--- src/rtl/localbus_pkg.sv ---
// Shared types and constants for the two-master local-bus arbiter.
package localbus_pkg;

  typedef enum logic [1:0] {
    IDLE    = 2'd0,
    ISSUE   = 2'd1,
    RD_WAIT = 2'd2,
    RESP    = 2'd3
  } lb_state_t;

  localparam int LB_NUM_MASTERS = 2;

endpackage

--- src/rtl/lib_rr_pick2.sv ---
// Combinational 2-way round-robin picker: on contention the master that did
// not win last time is chosen; a lone requester always wins.
module lib_rr_pick2
  import localbus_pkg::*;
(
  input  logic [LB_NUM_MASTERS-1:0] req,
  input  logic                      rr_last,
  output logic                      valid,
  output logic                      winner
);

  // Winner selection from the request vector and the last-served index.
  always_comb begin
    valid  = |req;
    winner = 1'b0;
    if (req == 2'b11) begin
      winner = ~rr_last;
    end else begin
      winner = req[1];
    end
  end

endmodule

--- src/rtl/lib_localbus_arb.sv ---
// Two-master round-robin arbiter in front of the register-map local bus.
// Every output is a flop; strobes and write acks are loaded in the IDLE
// cycle that picks the winner so they appear during ISSUE.
module lib_localbus_arb
  import localbus_pkg::*;
#(
  parameter int AXI_AW     = 12,
  parameter int AXI_DW     = 32,
  parameter int RD_LATENCY = 1
) (
  input  logic              S_AXI_ACLK,
  input  logic              S_AXI_ARESETN,
  input  logic              m0_req,
  input  logic              m0_we,
  input  logic [AXI_AW-1:0] m0_addr,
  input  logic [AXI_DW-1:0] m0_wdata,
  output logic              m0_ack,
  output logic [AXI_DW-1:0] m0_rdata,
  input  logic              m1_req,
  input  logic              m1_we,
  input  logic [AXI_AW-1:0] m1_addr,
  input  logic [AXI_DW-1:0] m1_wdata,
  output logic              m1_ack,
  output logic [AXI_DW-1:0] m1_rdata,
  output logic              lb_wen,
  output logic              lb_ren,
  output logic [AXI_AW-1:0] lb_addr,
  output logic [AXI_DW-1:0] lb_wdata,
  input  logic [AXI_DW-1:0] lb_rdata
);

  localparam int                CNT_W    = 3;
  localparam logic [CNT_W-1:0]  CNT_INIT = CNT_W'(RD_LATENCY - 1);

  lb_state_t         state_q, state_d;
  logic              win_q, win_d;
  logic              we_q, we_d;
  logic              rr_last_q, rr_last_d;
  logic [CNT_W-1:0]  cnt_q, cnt_d;
  logic              lb_wen_q, lb_wen_d;
  logic              lb_ren_q, lb_ren_d;
  logic [AXI_AW-1:0] lb_addr_q, lb_addr_d;
  logic [AXI_DW-1:0] lb_wdata_q, lb_wdata_d;
  logic              m0_ack_q, m0_ack_d;
  logic              m1_ack_q, m1_ack_d;
  logic [AXI_DW-1:0] m0_rdata_q, m0_rdata_d;
  logic [AXI_DW-1:0] m1_rdata_q, m1_rdata_d;
  logic              pick_valid;
  logic              pick_winner;

  lib_rr_pick2 u_pick (
    .req     ({m1_req, m0_req}),
    .rr_last (rr_last_q),
    .valid   (pick_valid),
    .winner  (pick_winner)
  );

  // Next-state and output logic; strobes and acks default to idle each cycle.
  always_comb begin
    state_d    = state_q;
    win_d      = win_q;
    we_d       = we_q;
    rr_last_d  = rr_last_q;
    cnt_d      = cnt_q;
    lb_wen_d   = 1'b0;
    lb_ren_d   = 1'b0;
    lb_addr_d  = lb_addr_q;
    lb_wdata_d = lb_wdata_q;
    m0_ack_d   = 1'b0;
    m1_ack_d   = 1'b0;
    m0_rdata_d = m0_rdata_q;
    m1_rdata_d = m1_rdata_q;
    case (state_q)
      IDLE: begin
        if (pick_valid) begin
          win_d      = pick_winner;
          rr_last_d  = pick_winner;
          we_d       = pick_winner ? m1_we    : m0_we;
          lb_addr_d  = pick_winner ? m1_addr  : m0_addr;
          lb_wdata_d = pick_winner ? m1_wdata : m0_wdata;
          lb_wen_d   = we_d;
          lb_ren_d   = ~we_d;
          // A write completes in the strobe cycle, so its ack rides along.
          m0_ack_d   = we_d & ~pick_winner;
          m1_ack_d   = we_d & pick_winner;
          state_d    = ISSUE;
        end
      end
      ISSUE: begin
        if (we_q) begin
          state_d = IDLE;
        end else begin
          cnt_d   = CNT_INIT;
          state_d = RD_WAIT;
        end
      end
      RD_WAIT: begin
        if (cnt_q == '0) begin
          if (win_q) begin
            m1_rdata_d = lb_rdata;
            m1_ack_d   = 1'b1;
          end else begin
            m0_rdata_d = lb_rdata;
            m0_ack_d   = 1'b1;
          end
          state_d = RESP;
        end else begin
          cnt_d = cnt_q - 1'b1;
        end
      end
      RESP: begin
        state_d = IDLE;
      end
      default: begin
        state_d = IDLE;
      end
    endcase
  end

  // State and output registers; reset aborts any transfer in flight.
  always_ff @(posedge S_AXI_ACLK or negedge S_AXI_ARESETN) begin
    if (!S_AXI_ARESETN) begin
      state_q    <= IDLE;
      win_q      <= 1'b0;
      we_q       <= 1'b0;
      rr_last_q  <= 1'b1;
      cnt_q      <= '0;
      lb_wen_q   <= 1'b0;
      lb_ren_q   <= 1'b0;
      lb_addr_q  <= '0;
      lb_wdata_q <= '0;
      m0_ack_q   <= 1'b0;
      m1_ack_q   <= 1'b0;
      m0_rdata_q <= '0;
      m1_rdata_q <= '0;
    end else begin
      state_q    <= state_d;
      win_q      <= win_d;
      we_q       <= we_d;
      rr_last_q  <= rr_last_d;
      cnt_q      <= cnt_d;
      lb_wen_q   <= lb_wen_d;
      lb_ren_q   <= lb_ren_d;
      lb_addr_q  <= lb_addr_d;
      lb_wdata_q <= lb_wdata_d;
      m0_ack_q   <= m0_ack_d;
      m1_ack_q   <= m1_ack_d;
      m0_rdata_q <= m0_rdata_d;
      m1_rdata_q <= m1_rdata_d;
    end
  end

  assign lb_wen   = lb_wen_q;
  assign lb_ren   = lb_ren_q;
  assign lb_addr  = lb_addr_q;
  assign lb_wdata = lb_wdata_q;
  assign m0_ack   = m0_ack_q;
  assign m1_ack   = m1_ack_q;
  assign m0_rdata = m0_rdata_q;
  assign m1_rdata = m1_rdata_q;

endmodule

--- config.mk ---
export PLATFORM = sky130hd
export DESIGN_NAME = lib_localbus_arb
export DESIGN_NICKNAME = d
export VERILOG_FILES = /design/src/rtl/localbus_pkg.sv /design/src/rtl/lib_rr_pick2.sv /design/src/rtl/lib_localbus_arb.sv
export SDC_FILE = /design/constraint.sdc
export NUM_CORES = 1
export LEC_CHECK = 0
export CAP_MARGIN = 20
export CORE_ASPECT_RATIO = 0.5
export CORE_MARGIN = 1.5
export CORE_UTILIZATION = 40
export CTS_CLUSTER_DIAMETER = 120
export CTS_CLUSTER_SIZE = 40
export DETAILED_ROUTE_END_ITERATION = 8
export PLACE_DENSITY_LB_ADDON = 0.12
export SLEW_MARGIN = 20
export SYNTH_ARGS = -nofsm -noshare
export SYNTH_HDL_FRONTEND = slang
export SYNTH_SLANG_ARGS = --single-unit
--- constraint.sdc ---
create_clock -name S_AXI_ACLK -period 2 [get_ports S_AXI_ACLK]
set_input_delay 0.2 -clock S_AXI_ACLK [delete_from_list [all_inputs] [get_ports S_AXI_ACLK]]
set_output_delay 0.2 -clock S_AXI_ACLK [all_outputs]
set_load 0.05 [all_outputs]
==> results.toml <==
[floorplanning]
rows = 28
dieArea_um2 = 13400
core_area_um2 = 12100
io_pins = 238
die_h_um = 82.6
start_util_pct = 41.9
die_w_um = 162

[logic_synthesis]
syn_area_per_cell_um2 = 11.6
synthCells = 436
syn_area_um2 = 5070
synth_edf_count = 0
syn_nets = 564
synthDistinctLibCells = 30
async_flop_share_pct = 100
seq_area_frac_synth_pct = 59.3
synth_warnings = 0
ys_seq_elements = 120
synth_flop_cell = "dfrtp_1"

[final_layout]
layout_commonest_cell = "clkdlybuf4s50_1"
mostFrequentLayoutCells = "clkdlybuf4s50_1, dfrtp_1, nand2_1, mux2_2, a21oi_1"
drive_above_1_share_pct = 16.8
diodes = 0
syn_to_final_growth_pct = 61.7
final_nets = 801

[timing]
setup_tns_ps = 0
hold_ws_ps = 306
slew_headroom_pct = 63.4
rsz0062_at_grt = "no"
setup_viol = 0
period_share_pct = 92.3
report.final.slew_viol_count = 0
clock-skew-final_ps = 10.5
max_freq_mhz = 542
min_period_ps = 1850
tightest_slew_ps = 547
hold_viol = 0

[grt]
grt_max_degree = 51
gr-total-overflow = 0
first_global_vias = 4130
grt.met3_usage_pct = 7.39
grt_antenna_before_repair = 0
use_met2_pct = 34.5
grt_use_total_pct = 20.5
grtUsageMet1_pct = 25.4
grt.busiest_layer = "met2"
grt_pass1_wl_um = 21300

[critical_path]
critPathLaunchType = "flip-flop"
cp_top_family = "adder cells"
cpMostUsedCell = "ha_1"
path_max_fanout = 32
end_kind = "flip-flop"
critical_path_arrival_ps = 2120
crit_slowest_cell = "dfrtp_1"
crit_type = "flip-flop to flip-flop"
cp_num_buf_inv = 2
required_ps = 2280
crit_chain = "inv_1 > ha_1 > ha_1 > nand3b_4 > nor2_4 > buf_12 > mux2_2"
cpPeakStageDelay_ps = 380

[run]
max_cap_violations = 0

[clock_network]
cts_tree = "done"
ctsHoldBuffers = 1
clock_latency_ps = 400
postCtsSetupBuffers = 0
cts_root_buffer = "clkbuf_16"
cts_made_buffers = 17
cts_resized = 0
clock_sinks = 120
cts_buffer_depth = 2
cts_max_level = 4
path_clk_slew_ps = 60

[detailed_routing]
wl_per_cell_um = 15.9
drt_iter0_markers = 241
wl_um = 13500
first_pass_iters = 4
vias_per_cell = 4.98
drc = 0
ant_nets = 0
vias = 4239

[hold_path]
hold_path.class = "input port to asynchronous set/reset pin"

[pwr]
pwr-share-seq_pct = 26.3
combinationalPowerShare_pct = 55.5
p_per_area_nw_per_um2 = 2010
p_clk_share_pct = 18.2
sw_frac_of_total_pct = 46.4
vdd_drop_max_v = 0.000943
switchingPower_uw = 7660
p_int_uw = 8840
power.leakage_uw = 0.00338

[placement]
hpwl_um = 9270
port_buffers = 237
place_congestion = 0.777

[status]
status = "finished, final reports clean"
[worst register-to-register path, cell delays in order, from the launching register on]
cell,delay [ps]
dfrtp_1,380
inv_1,80
ha_1,140
ha_1,290
nand3b_4,130
nor2_4,130
buf_12,220
mux2_2,370
[per-stage QoR]
stage | power (µW) | cell area [µm²] | util [%] | worst slack [ps] | instances
2_1_floorplan | 10400 | 5070 | - | 285 | 436
3_3_place_gp | 13500 | 7600 | 62.9 | 194 | 818
3_5_place_dp | 13600 | 7600 | 62.9 | 131 | 818
4_1_cts | 16700 | 8200 | 67.8 | 132 | 851
5_1_grt | 17300 | 8200 | 67.8 | 39.0 | 851
6_report | 16500 | 8200 | 67.8 | 154 | 851
[metal layers]
layer  vias up  wire length, µm
met3         9             1100
li1       2017                -
met2       145             6620
met1      2068             5730
met5         -                0
met4         0               86
[cell type report]
type | instances | area [µm²]
inverter | 3 | 11.3
multi-input combinational | 280 | 1840
timing repair buffer | 251 | 2550
clock inverter | 13 | 145
sequential | 120 | 3000
tap | 165 | 206
fill | 947 | 3890
clock buffer | 19 | 443
[registers in the layout (all words and copies together), names as in the netlist, named ones only]
register   count
lb_wen         1
win_q          1
state_q        1
lb_wdata      32
cnt_q          3
m0_rdata      32
rr_last_q      1
m1_ack         1
we_q           1
m1_rdata      32
lb_addr       12
m0_ack         1
lb_ren         1
[synthesized netlist by cell type, types with 2 or more instances]
master / number / share of area [%]
o21ai_0: 3 / 0.30
a31oi_1: 46 / 5.7
nand2_1: 95 / 7.0
dfrtp_1: 119 / 59
buf_6: 10 / 2.2
ha_1: 2 / 0.49
mux2_2: 63 / 14
a21oi_1: 47 / 4.6
inv_1: 3 / 0.22
nor2_1: 6 / 0.44
a221oi_1: 3 / 0.52
buf_4: 3 / 0.44
buf_2: 19 / 1.9
[power groups by stage]
stage	combinational, µW	clock (µW)	sequential, µW
3_5_place_dp	9220	0	4370
3_3_place_gp	9140	0	4330
6_report	9170	3000	4340
2_1_floorplan	2140	0	8280
4_1_cts	9240	3060	4350
5_1_grt	9610	3190	4510
[worst paths after layout]
check | startpoint | endpoint | slack (ps) | cells past startpoint
min in group S_AXI_ACLK | m0_wdata[17] | lb_wdata[17] | 360 | 3
hold / removal | S_AXI_ARESETN | lb_wdata[10] | 310 | 2
max in group asynchronous | S_AXI_ARESETN | m1_rdata[1] | 1070 | 3
setup / recovery | cnt_q[0] | m0_rdata[18] | 150 | 7
hold reg to reg | m1_rdata[12] | m1_rdata[12] | 500 | 1
setup reg to reg | cnt_q[0] | m0_rdata[18] | 150 | 7
[kinds of logic (layout without fill, tap and decap cells)]
group | after synthesis | after routing | synth area share (%)
flops | 120 | 120 | 59.3
compound gates | 103 | 103 | 11.8
simple gates | 111 | 111 | 9.41
buf+inv | 36 | 286 | 4.84
mux | 64 | 64 | 14.2
fa+ha+maj | 2 | 2 | 0.494
No activity file was read; power rests on OpenSTA's default activity.
